`src/rtl/ins_fetch_mem_if.sv`:
```
// Fetch request/response handshake bundle between the PC stage and decode.
// The master drives requests and response-ready; the slave is the fetch engine.
interface ins_fetch_mem_if #(
   parameter int unsigned INSTR_W = 16,
   parameter int unsigned ADDR_W  = 16
);
   logic               req_valid;
   logic               req_ready;
   logic [ADDR_W-1:0]  req_pc;
   logic               rsp_valid;
   logic               rsp_ready;
   logic [INSTR_W-1:0] rsp_ins;
   logic [ADDR_W-1:0]  rsp_pc;
   logic               rsp_fault;

   modport master (
      output req_valid, req_pc, rsp_ready,
      input  req_ready, rsp_valid, rsp_ins, rsp_pc, rsp_fault
   );

   modport slave (
      input  req_valid, req_pc, rsp_ready,
      output req_ready, rsp_valid, rsp_ins, rsp_pc, rsp_fault
   );
endinterface

```
`src/rtl/ins_fetch_mem.sv`:
```
// Byte-organised instruction memory with a multi-beat big-endian fetch engine.
// Optional feature macro: IMEM_FAULT_EN (PC alignment / overflow checking).
module ins_fetch_mem #(
   parameter int unsigned        INSTR_W  = 16,
   parameter int unsigned        DEPTH    = 256,
   parameter int unsigned        ADDR_W   = 16,
   parameter logic [INSTR_W-1:0] NOP_WORD = '0
) (
   input  logic              clk,
   input  logic              reset,
   ins_fetch_mem_if.slave    bus,
   input  logic              flush,
   input  logic              ld_en,
   input  logic [ADDR_W-1:0] ld_addr,
   input  logic [7:0]        ld_data
);

   localparam int unsigned BEATS  = INSTR_W / 8;
   localparam int unsigned IDX_W  = (DEPTH > 1) ? $clog2(DEPTH) : 1;
   localparam int unsigned BEAT_W = $clog2(BEATS + 1);

   typedef enum logic [1:0] {
      S_IDLE  = 2'd0,
      S_FETCH = 2'd1,
      S_FAULT = 2'd2,
      S_HOLD  = 2'd3
   } state_t;

   state_t             state;
   logic [BEAT_W-1:0]  beat;
   logic [ADDR_W-1:0]  pc_q;
   logic [INSTR_W-1:0] shreg;
   logic               alive_q;
   logic               rsp_valid_q;
   logic [INSTR_W-1:0] rsp_ins_q;
   logic [ADDR_W-1:0]  rsp_pc_q;
   logic               rsp_fault_q;

   logic [7:0]         mem [DEPTH];

   logic               ready_c;
   logic               accept_c;
   logic               last_beat_c;
   logic               req_fault_c;
   logic [ADDR_W-1:0]  rd_addr_c;
   logic [IDX_W-1:0]   rd_idx_c;
   logic [IDX_W-1:0]   ld_idx_c;
   logic [7:0]         rd_byte_c;
   logic [INSTR_W-1:0] shift_c;

   // Ready is held low while reset is asserted; in HOLD it follows the consumer.
   assign ready_c     = ((state == S_IDLE) && alive_q) ||
                        ((state == S_HOLD) && bus.rsp_ready);
   assign accept_c    = bus.req_valid && ready_c && !flush;
   assign last_beat_c = (beat == BEAT_W'(BEATS - 1));

   assign rd_addr_c   = pc_q + ADDR_W'(beat);
   assign rd_idx_c    = IDX_W'(rd_addr_c);
   assign ld_idx_c    = IDX_W'(ld_addr);
   assign rd_byte_c   = mem[rd_idx_c];
   assign shift_c     = {shreg[INSTR_W-9:0], rd_byte_c};

`ifdef IMEM_FAULT_EN
   logic [ADDR_W:0]    end_addr_c;
   logic               misalign_c;
   logic               overflow_c;

   // Last byte of the instruction must lie inside the array; PC must be word aligned.
   assign end_addr_c  = {1'b0, bus.req_pc} + (ADDR_W+1)'(BEATS - 1);
   assign misalign_c  = (bus.req_pc % ADDR_W'(BEATS)) != '0;
   assign overflow_c  = end_addr_c >= (ADDR_W+1)'(DEPTH);
   assign req_fault_c = misalign_c || overflow_c;
`else
   assign req_fault_c = 1'b0;
`endif

   assign bus.req_ready = ready_c;
   assign bus.rsp_valid = rsp_valid_q;
   assign bus.rsp_ins   = rsp_ins_q;
   assign bus.rsp_pc    = rsp_pc_q;
   assign bus.rsp_fault = rsp_fault_q;

   // Program load port; the read above sees the pre-write byte in the same cycle.
   always_ff @(posedge clk) begin
      if (ld_en) begin
         mem[ld_idx_c] <= ld_data;
      end
   end

   // Fetch engine: state, beat counter, shift register and response registers.
   always_ff @(posedge clk or negedge reset) begin
      if (!reset) begin
         state       <= S_IDLE;
         beat        <= '0;
         pc_q        <= '0;
         shreg       <= '0;
         alive_q     <= 1'b0;
         rsp_valid_q <= 1'b0;
         rsp_ins_q   <= NOP_WORD;
         rsp_pc_q    <= '0;
         rsp_fault_q <= 1'b0;
      end else begin
         alive_q <= 1'b1;
         if (flush) begin
            state       <= S_IDLE;
            beat        <= '0;
            rsp_valid_q <= 1'b0;
         end else begin
            case (state)
               S_IDLE: begin
                  if (accept_c) begin
                     pc_q  <= bus.req_pc;
                     shreg <= '0;
                     beat  <= '0;
                     state <= req_fault_c ? S_FAULT : S_FETCH;
                  end
               end

               S_FETCH: begin
                  shreg <= shift_c;
                  if (last_beat_c) begin
                     beat        <= '0;
                     state       <= S_HOLD;
                     rsp_valid_q <= 1'b1;
                     rsp_ins_q   <= shift_c;
                     rsp_pc_q    <= pc_q;
                     rsp_fault_q <= 1'b0;
                  end else begin
                     beat <= beat + BEAT_W'(1);
                  end
               end

               S_FAULT: begin
                  state       <= S_HOLD;
                  rsp_valid_q <= 1'b1;
                  rsp_ins_q   <= NOP_WORD;
                  rsp_pc_q    <= pc_q;
                  rsp_fault_q <= 1'b1;
               end

               S_HOLD: begin
                  if (accept_c) begin
                     // Back-to-back: hand off the response and start the next fetch.
                     pc_q        <= bus.req_pc;
                     shreg       <= '0;
                     beat        <= '0;
                     rsp_valid_q <= 1'b0;
                     state       <= req_fault_c ? S_FAULT : S_FETCH;
                  end else if (bus.rsp_ready) begin
                     rsp_valid_q <= 1'b0;
                     state       <= S_IDLE;
                  end
               end

               default: begin
                  state       <= S_IDLE;
                  beat        <= '0;
                  rsp_valid_q <= 1'b0;
               end
            endcase
         end
      end
   end

endmodule
```
`src/flat_wrapper.sv`:
```
// flat-port wrapper written by rule: the top's interface ports become plain ports
module ins_fetch_mem_flat 
#(
   parameter int unsigned        INSTR_W  = 16,
   parameter int unsigned        DEPTH    = 256,
   parameter int unsigned        ADDR_W   = 16,
   parameter logic [INSTR_W-1:0] NOP_WORD = '0
)
  (clk, reset, flush, ld_en, ld_addr, ld_data, bus_req_valid, bus_req_pc, bus_rsp_ready, bus_req_ready, bus_rsp_valid, bus_rsp_ins, bus_rsp_pc, bus_rsp_fault);
  ins_fetch_mem_if #(.INSTR_W(INSTR_W), .ADDR_W(ADDR_W)) bus_i ();
  input  logic clk;
  input  logic reset;
  input  logic flush;
  input  logic ld_en;
  input  logic [ADDR_W-1:0] ld_addr;
  input  logic [7:0] ld_data;
  input wire logic [$bits(bus_i.req_valid)-1:0] bus_req_valid;
  input wire logic [$bits(bus_i.req_pc)-1:0] bus_req_pc;
  input wire logic [$bits(bus_i.rsp_ready)-1:0] bus_rsp_ready;
  output wire logic [$bits(bus_i.req_ready)-1:0] bus_req_ready;
  output wire logic [$bits(bus_i.rsp_valid)-1:0] bus_rsp_valid;
  output wire logic [$bits(bus_i.rsp_ins)-1:0] bus_rsp_ins;
  output wire logic [$bits(bus_i.rsp_pc)-1:0] bus_rsp_pc;
  output wire logic [$bits(bus_i.rsp_fault)-1:0] bus_rsp_fault;
  assign bus_i.req_valid = bus_req_valid;
  assign bus_i.req_pc = bus_req_pc;
  assign bus_i.rsp_ready = bus_rsp_ready;
  assign bus_req_ready = bus_i.req_ready;
  assign bus_rsp_valid = bus_i.rsp_valid;
  assign bus_rsp_ins = bus_i.rsp_ins;
  assign bus_rsp_pc = bus_i.rsp_pc;
  assign bus_rsp_fault = bus_i.rsp_fault;
  ins_fetch_mem #(.INSTR_W(INSTR_W), .DEPTH(DEPTH), .ADDR_W(ADDR_W), .NOP_WORD(NOP_WORD)) u_core (.clk(clk), .reset(reset), .bus(bus_i), .flush(flush), .ld_en(ld_en), .ld_addr(ld_addr), .ld_data(ld_data));
endmodule
```
`config.mk`:
```
export PLATFORM = sky130hd
export DESIGN_NAME = ins_fetch_mem_flat
export DESIGN_NICKNAME = d
export VERILOG_FILES = /design/src/rtl/ins_fetch_mem_if.sv /design/src/rtl/ins_fetch_mem.sv /design/src/flat_wrapper.sv
export SDC_FILE = /design/constraint.sdc
export NUM_CORES = 2
export LEC_CHECK = 0
export ABC_AREA = 1
export CAP_MARGIN = 5
export CELL_PAD_IN_SITES_DETAIL_PLACEMENT = 0
export CELL_PAD_IN_SITES_GLOBAL_PLACEMENT = 1
export CORE_ASPECT_RATIO = 1.1
export CORE_UTILIZATION = 52
export CTS_CLUSTER_SIZE = 14
export DETAILED_ROUTE_END_ITERATION = 10
export PLACE_DENSITY_LB_ADDON = 0.12
export SLEW_MARGIN = 20
export SYNTH_ARGS = -nofsm -noshare
export SYNTH_HDL_FRONTEND = slang
export SYNTH_SLANG_ARGS = --single-unit
```
`constraint.sdc`:
```
create_clock -name clk -period 3.1 [get_ports clk]
set_clock_uncertainty 0.05 [all_clocks]
set_input_delay 0.465 -clock clk [delete_from_list [all_inputs] [get_ports clk]]
set_output_delay 0.465 -clock clk [all_outputs]
set_load 0.02 [all_outputs]
```
==> flow_summary.ini <==
[finish]
fin_area_um2 = 101000
multi_input_area_um2 = 21000
drive_gt1_share_pct = 14.1
area_growth_pct = 18.1
fin_cells = 10100
ff_latch_area_um2 = 63100
nFillCells = 12800
finalNetCount = 7781

[timing]
timing.slew.headroom_pct = 27.9
tns_ns = -3.02
tightest_slew_ns = 1.08
final-setup-viol-count = 16
finalHoldViolations = 0
worst_slack_ns = -0.233
period_needed_ns = 3.33
rsz0062_at_grt = true
fmax_mhz = 300
drv_slew = 0
fin_crit_sh_pct = 108

[yosys]
ys_seq_elements = 2111
ys.warnings.count = 0
synth-main-ff-cell = edfxtp_1
yosys.area.top_type_share_pct = 71.6
synth-edff-count = 2048
yosysSeqAreaShare_pct = 73.5
syn_avg_cell_area_um2 = 11.8
async_flop_share_pct = 2.98
synth_cells = 7261
syn_nets = 7314
synth_cell_types = 31
syn-cell-area_um2 = 85900
synthTopCellsByArea = edfxtp_1 72%, nand3_1 12%, nand2_1 9.5%
yosysTopAreaCell = edfxtp_1

[global_route]
antenna_found_initial = 6
grtUsageTotal_pct = 30.4
grt_pass1_wl_mm = 373
grt_pass1_vias = 56100
overflow = 0
grt_max_degree = 103

[floorplan]
initial_core_util_pct = 52.3
rows = 156
die_area_um2 = 167000
ios = 81
dieHeight_um = 428
die_w_um = 389
core_um2 = 164000

[setup_path]
crit_path_frequent_cell = nand3_1
start_kind = flip-flop
critPathTopFamily = simple AND/OR/NAND/NOR gates
rrSetupSlack_ns = -0.23
critPathKind = reg2reg
critical_path_required_ns = 3.78
end_kind = flip-flop
worstPathArrival_ns = 4.02
crit_buf_inv = 5
crit_path_top_delay_cell = fa_4
crit_fanout = 11
crit_chain = ha_4 -> inv_1 -> fa_4 -> buf_12 -> buf_16 -> buf_8 -> buf_16 -> nand3_1 -> nand3_1 -> nand3_1 -> nand3_1 -> nand3_2 -> nand3_2 -> nand3_1 -> nand3_1 -> nand2_1
slowest_delay_ns = 0.80

[clock_tree]
cts_buffers = 207
cts_tree = built
clock_sinks = 2111
clockBufferDepth = 3
cts.htree.levels = 4
cts_root_buf = clkbuf_16
path_clk_slew_ns = 0.06
clock_latency_ns = 0.85

[power]
power.total_mw = 112
leakage_nw = 36.7
irDropWorstVdd_mv = 0.835
power_per_cell_area_nw_per_um2 = 1110

[detailed_routing]
wl_per_cell_um = 25.2
first_pass_iters = 8
drt_wl_total_mm = 255
vias_per_cell = 5.82
drt_iter0_drc = 6667
drc = 0
final_antenna_net_count = 0
num_vias = 58800

[place]
place_inst = 9687
gp_congestion = 0.894
dp_hpwl_mm = 154
dpl_worst_slack_ns = -0.518
dpl-instance-area_um2 = 93200
portBuffers = 72

[hold_path]
hold_class = in2async

[status]
violations = setup timing
status = finished with violations

[run]
cap_violations = 0
## state kept, by name (all words and copies together) (netlist names)
name / count
u_core.bus.rsp_ins: 16
u_core.pc_q: 16
u_core.alive_q: 1
u_core.beat: 2
u_core.bus.rsp_fault: 1
u_core.bus.rsp_valid: 1
u_core.state: 2
u_core.shreg: 8
u_core.mem: 2048
u_core.bus.rsp_pc: 16
## final timing paths
check	endpoint	startpoint	cells after the start
max in group asynchronous	u_core.shreg[2]	reset	3
worst max register to register	u_core.bus.rsp_ins[4]	u_core.pc_q[0]	16
worst max-delay path	u_core.bus.rsp_ins[4]	u_core.pc_q[0]	16
worst min-delay path	u_core.bus.rsp_pc[1]	reset	2
min in group clk	u_core.mem[66][2]	ld_data[2]	1
worst min register to register	u_core.bus.rsp_pc[0]	u_core.bus.rsp_pc[0]	2
## synthesized netlist by cell type, drive strengths merged, types with 2 or more instances
master / instances
edfxtp: 2048
o21ai: 21
a22o: 9
a21oi: 20
dfrtp: 63
nand3: 2048
xor2: 3
buf: 414
clkbuf: 75
inv: 68
nor2: 308
ha: 6
nand2: 2168
nand4: 2
## area by class of cell
type	count	share of cell area (%)
Antenna cell	1	0.00247
Clock buffer	269	5.48
Clock inverter	101	0.682
Inverter	69	0.295
Multi-Input combinational cell	4592	20.7
Sequential cell	2111	62.2
Tap cell	2212	2.73
Timing Repair Buffer	746	7.88
Timing Repair inverter	1	0.0111
## per-layer routing
| metal | routed length (um) | track usage [%] |
|---|---|---|
| met1 | 106000 | 43.4 |
| met4 | 8130 | 9.22 |
| met5 | 26 | 0 |
| met3 | 21100 | 4.65 |
| met2 | 120000 | 48.4 |
## cell usage in the layout, fill, tap and decap left out, drive strengths merged, types with 2 or more instances in the layout
| cell | n |
|---|---|
| a21oi | 20 |
| dlygate4sd3 | 5 |
| nor2 | 308 |
| xor2 | 3 |
| clkinvlp | 4 |
| ha | 6 |
| nand3 | 2048 |
| o21ai | 21 |
| dfrtp | 63 |
| nand2 | 2168 |
| a22o | 9 |
| nand4 | 2 |
| buf | 672 |
| clkdlybuf4s50 | 63 |
| clkbuf | 273 |
| edfxtp | 2048 |
| bufinv | 8 |
| bufbuf | 2 |
| clkinv | 86 |
| inv | 73 |
## cell families (layout without fill, tap and decap cells)
logic type / count (synthesis) / in the layout / synth area share [%]
multiplexers: 1 / 1 / 0.0131
AO/OA/AOI/OAI: 51 / 51 / 0.338
AND/OR/NAND/NOR: 4529 / 4529 / 22.8
buffers and inverters: 558 / 1186 / 3.23
adder cells (fa/ha/maj): 7 / 7 / 0.111
flip-flops: 2111 / 2111 / 73.5
other: 1 / 2 / 0.00437
XOR/XNOR: 3 / 3 / 0.0394
## power breakdown
group | internal [mW] | switching [mW] | total [mW]
Combinational | 19.3 | 37.4 | 56.6
Clock | 13.2 | 10.5 | 23.7
Sequential | 31.7 | 0.445 | 32.2
## stage by stage
| stage | utilization (%) | hold WS, ns |
|---|---|---|
| 2_1_floorplan | - | 0.119 |
| 3_3_place_gp | 56.8 | 0.415 |
| 3_5_place_dp | 56.8 | 0.419 |
| 4_1_cts | 61.6 | 0.0699 |
| 5_1_grt | 61.8 | 0.109 |
| 6_report | 61.8 | 0.106 |
## timing repair
item | in CTS | in global routing
cloned | 16 | 4
hold endpoints to repair | 113 | 0
pin swaps | 8 | 5
hold buffers | 5 | 0
resized for setup | 197 | 31
setup endpoints to repair | 16 | 16
buffers inserted | 16 | 4
No activity file was read; power rests on OpenSTA's default activity.
